--- src/rtl/gac_fwd_sel_unit.sv ---
// EX operand-mux forwarding select and load-use stall for the 5-stage pipeline.
// Optional WB-late forwarding (WB slot tracking, select 4) is enabled by GAC_FWD_WB_LATE_EN.
module gac_fwd_sel_unit #(
   parameter int unsigned REG_W = 5
) (
   input  logic             clk,
   input  logic             rst,
   input  logic             id_valid,
   input  logic [REG_W-1:0] id_rs,
   input  logic [REG_W-1:0] id_rt,
   input  logic             id_use_rs,
   input  logic             id_use_rt,
   input  logic [REG_W-1:0] id_dst,
   input  logic             id_reg_write,
   input  logic             id_is_load,
   input  logic             id_imm_b,
   input  logic             id_link_a,
   input  logic             flush,
   output logic [2:0]       sel_a,
   output logic [2:0]       sel_b,
   output logic             ex_valid,
   output logic             stall_id
);

   localparam logic [2:0] SelReg    = 3'd0;
   localparam logic [2:0] SelExMem  = 3'd1;
   localparam logic [2:0] SelMemAlu = 3'd2;
   localparam logic [2:0] SelMemLd  = 3'd3;
   localparam logic [2:0] SelImm    = 3'd5;
   localparam logic [2:0] SelPc8    = 3'd6;
   localparam logic [2:0] SelZero   = 3'd7;
`ifdef GAC_FWD_WB_LATE_EN
   localparam logic [2:0] SelWbLate = 3'd4;
`endif

   typedef struct packed {
      logic             valid;
      logic [REG_W-1:0] dst;
      logic             reg_write;
      logic             is_load;
   } tag_t;

   tag_t       ex_q, ex_d, mem_q;
   logic [2:0] sel_a_q, sel_a_d, sel_b_q, sel_b_d;
   logic       bubble;
`ifdef GAC_FWD_WB_LATE_EN
   tag_t       wb_q;
`endif

   function automatic logic is_prod(input tag_t t);
      return t.valid && t.reg_write && (t.dst != '0);
   endfunction

   // Nearest in-flight producer wins; SelReg means no EX/MEM match.
   function automatic logic [2:0] src_sel(input logic use_r, input logic [REG_W-1:0] r,
                                          input tag_t ex, input tag_t mem);
      if (!use_r || r == '0) return SelZero;
      if (is_prod(ex) && ex.dst == r) return SelExMem;
      if (is_prod(mem) && mem.dst == r) return mem.is_load ? SelMemLd : SelMemAlu;
      return SelReg;
   endfunction

   always_comb begin
      stall_id = id_valid && !flush && is_prod(ex_q) && ex_q.is_load &&
                 ((id_use_rs && ex_q.dst == id_rs) || (id_use_rt && ex_q.dst == id_rt));
      bubble = stall_id || flush || !id_valid;

      sel_a_d = src_sel(id_use_rs, id_rs, ex_q, mem_q);
      sel_b_d = src_sel(id_use_rt, id_rt, ex_q, mem_q);
`ifdef GAC_FWD_WB_LATE_EN
      if (sel_a_d == SelReg && is_prod(wb_q) && wb_q.dst == id_rs) sel_a_d = SelWbLate;
      if (sel_b_d == SelReg && is_prod(wb_q) && wb_q.dst == id_rt) sel_b_d = SelWbLate;
`endif
      if (id_link_a) sel_a_d = SelPc8;
      if (id_imm_b) sel_b_d = SelImm;

      ex_d = '0;
      if (!bubble) begin
         ex_d.valid     = 1'b1;
         ex_d.dst       = id_dst;
         ex_d.reg_write = id_reg_write;
         ex_d.is_load   = id_is_load;
      end else begin
         sel_a_d = SelZero;
         sel_b_d = SelZero;
      end
   end

   always_ff @(posedge clk) begin
      if (rst) begin
         ex_q    <= '0;
         mem_q   <= '0;
         sel_a_q <= SelZero;
         sel_b_q <= SelZero;
`ifdef GAC_FWD_WB_LATE_EN
         wb_q    <= '0;
`endif
      end else begin
         ex_q    <= ex_d;
         mem_q   <= ex_q;
         sel_a_q <= sel_a_d;
         sel_b_q <= sel_b_d;
`ifdef GAC_FWD_WB_LATE_EN
         wb_q    <= mem_q;
`endif
      end
   end

   assign sel_a    = sel_a_q;
   assign sel_b    = sel_b_q;
   assign ex_valid = ex_q.valid;

endmodule

--- config.mk ---
export PLATFORM = sky130hd
export DESIGN_NAME = gac_fwd_sel_unit
export DESIGN_NICKNAME = d
export VERILOG_FILES = /design/src/rtl/gac_fwd_sel_unit.sv
export SDC_FILE = /design/constraint.sdc
export NUM_CORES = 1
export LEC_CHECK = 0
export CORE_MARGIN = 5
export CORE_UTILIZATION = 49
export CTS_BUF_LIST = sky130_fd_sc_hd__clkbuf_4 sky130_fd_sc_hd__clkbuf_8
export CTS_CLUSTER_SIZE = 12
export DETAILED_ROUTE_END_ITERATION = 6
export MAX_ROUTING_LAYER = met4
export PLACE_DENSITY = 0.86
export SLEW_MARGIN = 20
export SYNTH_ARGS = -nofsm -noshare
export SYNTH_HDL_FRONTEND = slang
export SYNTH_SLANG_ARGS = --single-unit
--- constraint.sdc ---
create_clock -name clk -period 3.6 [get_ports clk]
set_input_delay 0.36 -clock clk [delete_from_list [all_inputs] [get_ports clk]]
set_output_delay 0.36 -clock clk [all_outputs]
set_load 0.01 [all_outputs]
-- Word-level counts from Yosys, hierarchy flattened
Cells that the tools add are included.
- add/sub/neg operators: 0
- multiply operators: 0
- divide/modulo/power cells: 0
- order comparisons: 0
- equal/unequal tests: 4
- shift-type cells: 0
- mux-type cells: 28
- bitwise operators: 0
- reduce and logical (&&, ||, !) cells: 30
- operator list (kind ; count):
    $mux W3 ; 12
    $eq A5 B5 Y1 ; 4
    $logic_and A1 B1 Y1 ; 14
    $mux W1 ; 14
    $logic_not A5 Y1 ; 2
    $reduce_bool A5 Y1 ; 2
    $mux W8 ; 1
    $reduce_or A3 Y1 ; 2
    $logic_or A1 B1 Y1 ; 5
    $logic_not A1 Y1 ; 4
    $mux W2 ; 1
    $reduce_or A2 Y1 ; 1
- register bits after elaboration: 22
- latch bits: 0
- memory bits (writable): 0
- bits in read-only memories: 0
- bits of input ports: 25
- output and inout port bits: 8
- word-level logic and storage cells: 74
- memories: 0

-- Depth between registers and ports, before layout
- depth in word-level cells: 11
- depth in mapped cells: 6
- mapped depth without buffers: 5

-- Least setup slack after synthesis
Ideal clock, no wire load.
- path kind: input to output
- start: in id_rs[2]
- end: out stall_id
- arrival time: 1438 ps
- required time: 3240 ps
- slack: 1802 ps
- stages: 4
- path buffers: 0
- cell sequence: xor2_1 > nor4_1 > o2bb2ai_1 > nor4bb_1
- word-level cells in the longest chain between the ends: 4
- ends and longest elaborated chain (what ; RTL line ; source):
    from (decl) ; 9 ; input logic [REG_W-1:0] id_rs,
    $eq A5 B5 Y1 ; 65 ; ((id_use_rs && ex_q.dst == id_rs) || (id_use_rt && ex_q.dst == id_rt));
    $logic_and A1 B1 Y1 ; 65 ;
    $logic_or A1 B1 Y1 ; 65 ;
    $logic_and A1 B1 Y1 ; 64 ; stall_id = id_valid && !flush && is_prod(ex_q) && ex_q.is_load &&
    to (decl) ; 22 ; output logic stall_id
Every way passes these cells.

-- Worst setup path after layout
Same ends and word-level chain as after synthesis.

==> impl_metrics.ini <==
[min_path]
worstHoldPathCells = 1
hold_path_class = reg2reg

[setup_path]
timing.critical_path.arrival_ps = 2480
critical_path_class = in2out
timing.critical_path.from_type = input pin
worstSetupEndpointType = output port
top_fanout_value_on_the_critical_path = 3
worst_path_required_ps = 3240
reg2regPathDepth = 5

[synthesis]
synthCells = 96
mean_instance_size_in_the_synthesized_netlist_um2 = 9.91
register_bit_total_from_synthesis = 22
synth.yosys.seq_area_share = 0.463
syn_nets = 121
ys_dominant_reg_cell = sky130_fd_sc_hd__dfxtp_1
synth-async-reset-ratio = 0
yosysWarningCount = 0
synth_cell_type_count = 22
synth-edff-count = 0
syn_area_um2 = 951

[detailed_routing]
first_pass_iteration_count_of_the_detailed_router = 4
detailedRoute.firstIterationViolations = 8
met2WireLength_mm = 1.05
drcViolationCount = 0
wl_mm = 2.06
total_vias_in_the_final_route = 778
met3_layer_wire_length_in_the_routed_design_um = 140
drt-met1-wl_um = 835
post_drt_wl_per_cell_um = 13.0
route.antenna.remaining_nets = 0
top_layer = met4
drt-vias-per-instance = 4.92

[grt]
grt_start_max_net_pins = 15
antenna_found_initial = 0
grt_remaining_overflow = 0
global_route_wire_length_before_repair_mm = 3.17
via_count_of_the_first_global_routing_pass = 758
grt_use_total = 0.159

[power_and_ir_drop]
power.leakage_nw = 0.516
clock_power_share = 0.366
vdd.ir_drop.worst_mv = 0.370
switchingPower_mw = 0.0992
internal-power_mw = 0.401
share_comb_of_total_power = 0.128
power_switching_share = 0.198
p_seq_frac = 0.506
p_per_area_nw_per_um2 = 372
report.power.total_mw = 0.501

[placement]
placed_cell_area_um2 = 1290
port_buffers = 32
placed_cells_incl_taps = 154
place.gp.congestion = 0.922
dpl.hpwl_mm = 1.75

[clocking]
worst_setup_hold_path_clk_slew_ps = 120
clock_insertion_delay_worst_skew_ps = 300
cts_tree = built
cts.htree.levels = 1
number_of_cts_inserted_buffers = 3
ctsResizeCount = 0
cts_sinks = 22
maximum_clock_insertion_buffer_count = 2
post_cts_buffers = 0
cts-root-buf = sky130_fd_sc_hd__clkbuf_4
cts_hold_buf = 0

[floorplan]
ios = 33
dieArea_um2 = 2920
die_h_um = 54.1
fp-row-count = 16
core_area_um2 = 1900
fp.dieW_um = 54.1
start_util = 0.500

[sta]
max_freq_mhz = 352
largest_clock_skew_in_the_final_design_ps = 6.69
setup_repair_after_global_routing_missed_its_margin = no
timing_hold_violations_final = 0
slew_viol_final = 0
finalSetupTns_ps = 0
fin_worst_hold_slack_ps = 470
setup_viol_count_final = 0
post-route-period-util = 0.789
maxSlewHeadroom = 0.496
period_minus_slack_ps = 2840
tightestPinTransition_ps = 755

[final_layout]
antenna_cells_inserted = 0
design_area_um2 = 1350
layout-drive-gt1-share = 0.0458
most_frequent_cells_in_the_layout = sky130_fd_sc_hd__clkdlybuf4s50_1 (32), sky130_fd_sc_hd__dfxtp_1 (22), sky130_fd_sc_hd__xor2_1 (16), sky130_fd_sc_hd__nor2b_1 (8)
layout.nets = 157
final_common_cell = sky130_fd_sc_hd__clkdlybuf4s50_1
layout-area-overhead-vs-synth_pct = 41.6
finish.cell_count_without_fillers = 158

[job]
maxCapViolCount = 0

[status]
run_status = finished, final reports clean
## power groups by stage
stage,clock (mW),sequential (mW),combinational (mW)
after floorplan,0,0.259,0.0237
after global placement,0,0.259,0.0632
after detailed placement,0,0.259,0.0642
after CTS,0.187,0.253,0.0646
after global routing,0.200,0.254,0.0693
final,0.183,0.253,0.0642
## registers in the layout, summed over array words and instances, names as in the netlist
register / cells
sel_b: 3
ex_q: 7
sel_a: 3
mem_q: 8
ex_valid: 1
## cells by family after synthesis
| group | synth area share |
|---|---|
| flops | 0.463 |
| simple gates | 0.278 |
| compound gates | 0.0592 |
| xor+xnor | 0.184 |
| buf+inv | 0.0158 |
## cell usage after synthesis (2+ instances only)
| cell | instances | share of area |
|---|---|---|
| sky130_fd_sc_hd__dfxtp_1 | 22 | 0.46 |
| sky130_fd_sc_hd__xor2_1 | 16 | 0.15 |
| sky130_fd_sc_hd__nor2b_1 | 8 | 0.053 |
| sky130_fd_sc_hd__and2_1 | 7 | 0.046 |
| sky130_fd_sc_hd__or4_1 | 7 | 0.055 |
| sky130_fd_sc_hd__nand2_1 | 5 | 0.020 |
| sky130_fd_sc_hd__nor2_1 | 5 | 0.020 |
| sky130_fd_sc_hd__o21ai_0 | 4 | 0.021 |
| sky130_fd_sc_hd__xnor2_1 | 4 | 0.037 |
| sky130_fd_sc_hd__nand2b_1 | 3 | 0.020 |
| sky130_fd_sc_hd__nor4_1 | 3 | 0.020 |
| sky130_fd_sc_hd__nand4_1 | 2 | 0.013 |
## worst max-delay path, stage by stage
cell                              delay (ps)
sky130_fd_sc_hd__clkdlybuf4s50_1         460
sky130_fd_sc_hd__xor2_1                  160
sky130_fd_sc_hd__nor4_1                  390
sky130_fd_sc_hd__o2bb2ai_1               210
sky130_fd_sc_hd__nor4bb_1                310
sky130_fd_sc_hd__clkdlybuf4s50_1         590
## stage by stage
stage          worst slack [ps]   util
2_1_floorplan              1800      -
3_5_place_dp                754  0.680
5_1_grt                     636  0.708
4_1_cts                     721  0.708
6_report                    760  0.708
3_3_place_gp                772  0.680
## final timing paths
check	from	endpoint	slack, ps
setup / recovery	id_rs[2]	stall_id	760
hold / removal	ex_q[1]	mem_q[1]	470
setup reg to reg	ex_q[3]	sel_b[1]	1440
hold reg to reg	ex_q[1]	mem_q[1]	470
## final cells by class
type	count	area, um2
flip-flops and latches	22	440
inverters	1	3.75
clock buffers	3	22.5
repair buffers	32	320
well taps	27	33.8
clock inverters	1	30.0
fillers	146	556
multi-input cells	72	495
## per-layer routing
metal	vias up	track usage
met5	-	-
met4	0	0.0622
met3	4	0.0526
met2	26	0.284
met1	347	0.159
li1	401	-
No activity file was read; power rests on OpenSTA's default activity.
